File: src/rtl/muldiv_unit_32.sv
// Iterative RV32M multiply/divide unit: one radix-2 step per clock, result and rd back to the register file.
// Optional macro MULDIV_FASTPATH_EN lets zero-operand, divide-by-zero and signed-overflow ops skip the iterations.
module muldiv_unit_32 #(
  parameter int WIDTH = 32,
  parameter int CNT_W = 6
) (
  input  logic             clk,
  input  logic             r,
  input  logic             start,
  input  logic [2:0]       op,
  input  logic [WIDTH-1:0] dataA,
  input  logic [WIDTH-1:0] dataB,
  input  logic [4:0]       rdIn,
  output logic             busy,
  output logic             done,
  output logic [WIDTH-1:0] result,
  output logic [4:0]       rdOut,
  output logic             writeEn
);

  // state | meaning
  // IDLE  | waiting for start
  // CALC  | WIDTH shift-add / shift-subtract iterations
  // FIX   | phase 0: sign correction, phase 1: result select and register
  // DONE  | done pulse, busy still high
  typedef enum logic [1:0] {IDLE, CALC, FIX, DONE} state_t;

  localparam logic [2:0] OP_MUL    = 3'd0;
  localparam logic [2:0] OP_MULH   = 3'd1;
  localparam logic [2:0] OP_MULHSU = 3'd2;
  localparam logic [2:0] OP_DIV    = 3'd4;
  localparam logic [2:0] OP_REM    = 3'd6;
  localparam logic [WIDTH-1:0] MIN_NEG = {1'b1, {(WIDTH-1){1'b0}}};

  state_t state, state_nxt;

  logic [CNT_W-1:0] cnt;
  logic             fix_ph;
  logic [2:0]       op_q;
  logic [WIDTH-1:0] a_q;
  logic [WIDTH-1:0] mag_q;
  logic [WIDTH-1:0] hi;
  logic [WIDTH-1:0] lo;
  logic             neg_hi;
  logic             neg_lo;
  logic             div0_q;
  logic             ovf_q;
  logic             zero_q;
  logic [4:0]       rd_q;

  logic             is_div_in;
  logic             sgn_a_in;
  logic             sgn_b_in;
  logic             a_neg_in;
  logic             b_neg_in;
  logic [WIDTH-1:0] mag_a_in;
  logic [WIDTH-1:0] mag_b_in;
  logic             div0_in;
  logic             ovf_in;
  logic             zero_in;
  logic             fast_in;
  logic             accept;

  logic [WIDTH:0]     mul_sum;
  logic               div_ge;
  logic [WIDTH-1:0]   div_sub;
  logic [2*WIDTH-1:0] prod_neg;
  logic [WIDTH-1:0]   res_sel;

  assign is_div_in = op[2];
  assign sgn_a_in  = (op == OP_MULH) || (op == OP_MULHSU) || (op == OP_DIV) || (op == OP_REM);
  assign sgn_b_in  = (op == OP_MULH) || (op == OP_DIV) || (op == OP_REM);
  assign a_neg_in  = sgn_a_in & dataA[WIDTH-1];
  assign b_neg_in  = sgn_b_in & dataB[WIDTH-1];
  assign mag_a_in  = a_neg_in ? -dataA : dataA;
  assign mag_b_in  = b_neg_in ? -dataB : dataB;
  assign div0_in   = is_div_in && (dataB == '0);
  assign ovf_in    = ((op == OP_DIV) || (op == OP_REM)) && (dataA == MIN_NEG) && (dataB == '1);
  assign zero_in   = (dataA == '0) || (!is_div_in && (dataB == '0));

`ifdef MULDIV_FASTPATH_EN
  assign fast_in = div0_in | ovf_in | zero_in;
`else
  assign fast_in = 1'b0;
`endif

  assign accept = start && (state == IDLE);

  // Multiply: lo holds the multiplier, shifted out LSB-first as the product shifts in.
  assign mul_sum  = {1'b0, hi} + (lo[0] ? {1'b0, mag_q} : '0);
  // Divide: {hi,lo} shifts left; only the low WIDTH bits of the difference are ever kept.
  assign div_ge   = {hi, lo[WIDTH-1]} >= {1'b0, mag_q};
  assign div_sub  = {hi[WIDTH-2:0], lo[WIDTH-1]} - mag_q;
  assign prod_neg = -{hi, lo};

  // Boundary overrides take precedence so the fast path and iterative path agree bit for bit.
  always_comb begin
    res_sel = '0;
    if (div0_q) begin
      res_sel = op_q[1] ? a_q : '1;
    end else if (ovf_q) begin
      res_sel = op_q[1] ? '0 : MIN_NEG;
    end else if (zero_q) begin
      res_sel = '0;
    end else if (op_q[2]) begin
      res_sel = op_q[1] ? hi : lo;
    end else begin
      res_sel = (op_q == OP_MUL) ? lo : hi;
    end
  end

  always_comb begin
    state_nxt = state;
    busy      = 1'b0;
    done      = 1'b0;
    writeEn   = 1'b0;
    unique case (state)
      IDLE: begin
        if (start) state_nxt = fast_in ? FIX : CALC;
      end
      CALC: begin
        busy = 1'b1;
        if (cnt == CNT_W'(WIDTH-1)) state_nxt = FIX;
      end
      FIX: begin
        busy = 1'b1;
        if (fix_ph) state_nxt = DONE;
      end
      DONE: begin
        busy      = 1'b1;
        done      = 1'b1;
        writeEn   = (rd_q != 5'd0);
        state_nxt = IDLE;
      end
      default: state_nxt = IDLE;
    endcase
  end

  assign rdOut = rd_q;

  always_ff @(posedge clk) begin
    if (r) begin
      state  <= IDLE;
      cnt    <= '0;
      fix_ph <= 1'b0;
      op_q   <= '0;
      a_q    <= '0;
      mag_q  <= '0;
      hi     <= '0;
      lo     <= '0;
      neg_hi <= 1'b0;
      neg_lo <= 1'b0;
      div0_q <= 1'b0;
      ovf_q  <= 1'b0;
      zero_q <= 1'b0;
      rd_q   <= '0;
      result <= '0;
    end else begin
      state <= state_nxt;
      if (accept) begin
        op_q   <= op;
        a_q    <= dataA;
        rd_q   <= rdIn;
        cnt    <= '0;
        fix_ph <= 1'b0;
        hi     <= '0;
        div0_q <= div0_in;
        ovf_q  <= ovf_in;
        zero_q <= zero_in;
        if (is_div_in) begin
          lo     <= mag_a_in;
          mag_q  <= mag_b_in;
          neg_lo <= a_neg_in ^ b_neg_in;
          neg_hi <= a_neg_in;
        end else begin
          lo     <= mag_b_in;
          mag_q  <= mag_a_in;
          neg_lo <= a_neg_in ^ b_neg_in;
          neg_hi <= a_neg_in ^ b_neg_in;
        end
      end else if (state == CALC) begin
        cnt <= cnt + 1'b1;
        if (op_q[2]) begin
          hi <= div_ge ? div_sub : {hi[WIDTH-2:0], lo[WIDTH-1]};
          lo <= {lo[WIDTH-2:0], div_ge};
        end else begin
          hi <= mul_sum[WIDTH:1];
          lo <= {mul_sum[0], lo[WIDTH-1:1]};
        end
      end else if (state == FIX) begin
        fix_ph <= 1'b1;
        if (!fix_ph) begin
          if (op_q[2]) begin
            if (neg_hi) hi <= -hi;
            if (neg_lo) lo <= -lo;
          end else if (neg_lo) begin
            {hi, lo} <= prod_neg;
          end
        end else begin
          result <= res_sel;
        end
      end
    end
  end

endmodule
File: config.mk
export PLATFORM = sky130hd
export DESIGN_NAME = muldiv_unit_32
export DESIGN_NICKNAME = d
export VERILOG_FILES = /design/src/rtl/muldiv_unit_32.sv
export SDC_FILE = /design/constraint.sdc
export NUM_CORES = 1
export LEC_CHECK = 0
export CORE_MARGIN = 2
export CORE_UTILIZATION = 50
export CTS_BUF_LIST = sky130_fd_sc_hd__clkbuf_4 sky130_fd_sc_hd__clkbuf_8
export DETAILED_ROUTE_END_ITERATION = 12
export GPL_TIMING_DRIVEN = 0
export PLACE_DENSITY = 0.8
export SYNTH_ARGS = -nofsm -noshare
export SYNTH_HDL_FRONTEND = slang
export SYNTH_SLANG_ARGS = --single-unit
export TNS_END_PERCENT = 10
File: constraint.sdc
create_clock -name clk -period 9.1 [get_ports clk]
set_clock_uncertainty 0.05 [all_clocks]
set_input_delay 0.91 -clock clk [delete_from_list [all_inputs] [get_ports clk]]
set_output_delay 0.91 -clock clk [all_outputs]
set_load 0.01 [all_outputs]
Word-level counts from Yosys, hierarchy flattened
Index checks and enable logic that the tools add are counted.
- register bits: 182
- input port bits: 75
- output and inout port bits: 40
- logic and storage cells: 111
- $add $sub $neg: 8
- magnitude comparators: 1
- equal/unequal tests: 16
- multiplexer cells: 37
- bitwise operators: 5
- reduce and logical (&&, ||, !) cells: 29
- operators with widths (cell ; number):
    two-way mux 32 bit ; 29
    negator 32 bit ; 4
    equality test 32 bit, second input constant ; 2
    zero test 32 bit ; 2
    negator 64 bit ; 1
    adder 32 x 32 -> 33 bit ; 1
    >= comparator 33 x 32 -> 1 bit ; 1
    subtractor 32 bit ; 1
    nonzero test 3 bit ; 3
    one-hot mux 2 bit (4 select lines) ; 1
    AND reduction 4 bit ; 2
    logical OR 1 bit ; 7
    adder 6 x 1 -> 6 bit, second input constant ; 1
    equality test 3 bit, second input constant ; 2
    equality test 6 x 5 -> 1 bit, second input constant ; 1
    two-way mux 2 bit ; 3
    inequality test 2 bit, second input constant ; 3
    inequality test 3 x 1 -> 1 bit, second input constant ; 2
    AND reduction 3 bit ; 2
    logical AND 1 bit ; 5
    nonzero test 5 bit ; 1
    equality test 2 bit, second input constant ; 2
    two-way mux 1 bit ; 4
    equality test 3 x 1 -> 1 bit, second input constant ; 1
    13 further kinds ; 15

Logic depth before layout (Yosys ltp)
- depth after elaboration: 8
- gate-level depth with buffers: 14
- gate-level depth less buffers: 12

Worst setup path after synthesis
Ideal clock, no wire load.
- kind: reg-to-reg
- start point: reg lo[0]
- end point: reg hi[30]
- library setup time: 92 ps
- data arrival time: 3309 ps
- data required time: 8958 ps
- slack: 5649 ps
- stages on the path, launching flop included: 15
- path buffers: 2
- clock period less this slack: 3451 ps
- cell sequence: dfxtp_1 -> inv_1 -> clkbuf_1 -> nor2_1 -> ha_1 -> clkbuf_1 -> a21oi_1 -> o21ai_0 -> a31o_2 -> or3b_2 -> o21ai_0 -> o21ai_0 -> a211oi_1 -> mux2i_1 -> o32ai_1
- longest elaborated chain between the ends: 6
- elaborated cells on any way between the ends: 9
- those cells by class: add/sub (2); mux (7)
- RTL lines (what ; RTL line ; source):
    start: declaration ; 43 ; logic [WIDTH-1:0] lo;
    start signal: assignment ; 171 ; lo <= mag_a_in;
    start signal: assignment ; 176 ; lo <= mag_b_in;
    start signal: assignment ; 185 ; lo <= {lo[WIDTH-2:0], div_ge};
    negator 64 bit ; 94 ; assign prod_neg = -{hi, lo};
    two-way mux 32 bit ; 196 ; end else if (neg_lo) begin
    two-way mux 32 bit ; 193 ; if (op_q[2]) begin
    two-way mux 32 bit ; 192 ; if (!fix_ph) begin
    two-way mux 32 bit ; 190 ; end else if (state == FIX) begin
    two-way mux 32 bit * ; 181 ; end else if (state == CALC) begin
    end signal: assignment ; 184 ; hi <= div_ge ? div_sub : {hi[WIDTH-2:0], lo[WIDTH-1]};
    end signal: assignment ; 194 ; if (neg_hi) hi <= -hi;
    end signal: assignment ; 197 ; {hi, lo} <= prod_neg;
    end: declaration ; 42 ; logic [WIDTH-1:0] hi;
Every way passes the cells marked *; elsewhere a longest branch is shown, timed or not. The select of a mux whose other input is x is not followed.
A chain may end at the register's enable or synchronous reset.

Worst setup path in the final report
- start point: reg hi[25]
- end point: reg hi[4]
- longest elaborated chain between the ends: 4
- RTL lines (what ; RTL line ; source):
    start signal: assignment ; 184 ;
    start signal: assignment ; 187 ; hi <= mul_sum[WIDTH:1];
    start signal: assignment ; 194 ;
    >= comparator 33 x 32 -> 1 bit ; 92 ; assign div_ge = {hi, lo[WIDTH-1]} >= {1'b0, mag_q};
    two-way mux 32 bit ; 184 ;
    two-way mux 32 bit ; 183 ; if (op_q[2]) begin
    two-way mux 32 bit ; 181 ;
Every way passes these cells.

==> results.toml <==
[min_path]
hold_path.class = "reg -> reg"
whs_path_depth = 2
hp-start = "a_q[2]$_SDFFE_PP0P_"

[sta]
rsz0062_at_grt = "false"
worst_pin_slew_ps = 1380
finalSetupTns_ps = 0
period_share = 0.555
clock.fmax_mhz = 198
min_period_ps = 5050
finalSetupViolCount = 0
hold_viol_final = 0
max-slew-margin-rel = 0.0713
drv_slew = 0
setup_ws_ps = 4050

[power]
cellPowerDensity_nw_per_um2 = 313
p_leak_nw = 6.90
netSwitchingPower_mw = 3.07
p_sw_frac = 0.550
vdd_drop_max_mv = 0.120
p_seq_frac = 0.218
p_comb_frac = 0.677
clkPwrFrac = 0.105
p_int_mw = 2.51
power_mw = 5.58

[setup_path]
crit_arrival_ps = 5350
crit_start = "hi[25]$_SDFFE_PP0P_"
path_max_fanout = 10
path_class = "reg -> reg"
r2r-start = "hi[25]$_SDFFE_PP0P_"
reg2reg_depth = 13
endpoint = "hi[4]$_SDFFE_PP0P_"
end_kind = "register"
r2r_setup_slack_ps = 4050
timing.rr.end = "hi[4]$_SDFFE_PP0P_"
cp.required_ps = 9400
start_kind = "register"

[global_route]
antenna_found_initial = 0
grt_pass1_vias = 16900
grt_pass1_wl_um = 98700
grt_max_degree = 19
grt.total_usage = 0.388
grt-ovfl-total = 0

[logic_synthesis]
syn_nets = 2386
synthesis.area_um2 = 15800
async_reset_ff_frac = 0
yosysSeqAreaShare = 0.230
yosys_register_bits = 182
synth.avg_cell_area_um2 = 7.08
synthTopCellsByArea = "dfxtp_1 23%, nor2_1 6.7%, a21oi_1 6.4%"
synthTopCellsByCount = "281 x nor2_1, 261 x nand2_1, 203 x a21oi_1"
yosys.area.top_type = "dfxtp_1"
yosysTopAreaCellShare = 0.230
synth_edf_count = 0
synth.most_common_cell = "nor2_1"
yosysWarnings = 0
ys.flop_type = "dfxtp_1"
syn_inst = 2234
synth.distinct_cells = 75

[route]
drc_errors = 0
vias = 18300
first_pass_iters = 6
drtIter0Drc = 2052
totalWireLength_um = 66200
via_per_inst = 6.57
wire_per_inst_um = 23.8
postRouteAntennaNets = 0

[floorplan]
die_h_um = 182
core_area_um2 = 31400
die-width_um = 182
fp-row-count = 65
dieArea_um2 = 33100
floorplan.initialDensity = 0.504
io-pin-count = 115

[layout]
fin_area_um2 = 17800
final_layout_size_suffix_gt1_frac = 0.0324
fin_nets = 2516
antennaDiodeCount = 0
syn2layout_area_growth_pct = 12.8

[clocking]
root_buffer = "clkbuf_8"
clock_path_buffers = 2
cts_tree = "yes"
cts.clk_slew.worst_paths_ps = 100
cts_resized = 0
numCtsBuffers = 17
hold_buffers = 0
clock-sinks = 182
clock_latency_ps = 500
htreeDepth = 4
post-cts-setup-buffers = 0

[placement]
place_area_um2 = 17400
post-dp-hpwl_um = 52800
globalplace.congestion = 1.03
portBuffers = 111
pre_cts_ws_ps = 4340

[job]
drv_cap = 0

[outcome]
outcome = "finished, final reports clean"
## layout by cell type, fill, tap and decap left out, types with 29 or more instances in the layout
cell type,netlist,layout
nor2_1,281,281
nand2_1,261,261
a21oi_1,203,203
dfxtp_1,182,182
o21ai_0,161,161
clkbuf_1,149,149
clkdlybuf4s50_1,0,111
mux2i_1,89,89
o211ai_1,77,77
ha_1,75,75
xor2_1,72,72
inv_1,68,68
xnor2_1,59,59
nor3_1,54,54
a211oi_1,44,44
nand4_1,32,32
a21o_1,32,32
or3_1,29,29
nand3_1,29,29
## per-layer routing
metal	wire, um	up-vias	GRT usage
li1	-	8354	-
met1	26000	8521	0.489
met2	29700	1110	0.634
met3	6240	265	0.0562
met4	4290	0	0.226
met5	0	-	0
## cell families after synthesis
kind of cell / synth area share
simple gates: 0.234
compound gates: 0.280
buf+inv: 0.0578
flops: 0.230
xor+xnor: 0.0725
mux: 0.0641
fa+ha+maj: 0.0618
## cell type report
class                           instances  area (um2)
Fill cell                            3058       13600
Multi-Input combinational cell       1812       11300
Sequential cell                       182        3640
Timing Repair Buffer                  111        1110
Buffer                                171         656
Tap cell                              402         503
Inverter                               69         259
Clock buffer                           18         248
Clock inverter                         14         158
## per-stage QoR
step,hold WS [ps],instances,utilization
6_report,413,2779,0.568
5_1_grt,437,2779,0.568
4_1_cts,416,2779,0.568
3_5_place_dp,401,2747,0.555
3_3_place_gp,391,2747,0.555
2_1_floorplan,382,2234,-
## worst max-delay path, stage by stage, from the launching register on
cell,delay [ps]
dfxtp_1,460
ha_1,340
clkbuf_1,260
nand4_1,230
or4_1,480
nand2b_1,220
a2111oi_0,1030
nor3_1,340
clkbuf_1,450
clkbuf_1,430
nand2_1,180
o211ai_1,100
o211ai_1,220
a21oi_1,110
## registers in the layout, indices dropped and copies added, names as in the netlist, 2 cells and up
signal / flops
a_q: 32
cnt: 6
hi: 32
lo: 32
mag_q: 32
op_q: 3
rdOut: 5
result: 32
state: 2
## power groups by stage
stage / logic (mW) / registers (mW) / clock network [mW]
floorplan: 2.57 / 1.12 / 0
global placement: 3.57 / 1.21 / 0
detailed placement: 3.61 / 1.21 / 0
CTS: 3.64 / 1.20 / 0.578
global route: 4.04 / 1.23 / 0.612
finish: 3.78 / 1.22 / 0.584
## worst min-delay path by stage
stage	slack (ps)	to
detailed placement	400	a_q[2]$_SDFFE_PP0P_
finish	410	a_q[2]$_SDFFE_PP0P_
global placement	390	mag_q[30]$_SDFFE_PP0P_
CTS	420	a_q[2]$_SDFFE_PP0P_
global route	440	a_q[13]$_SDFFE_PP0P_
floorplan	380	mag_q[7]$_SDFFE_PP0P_
Power figures use the tool's default switching activity.
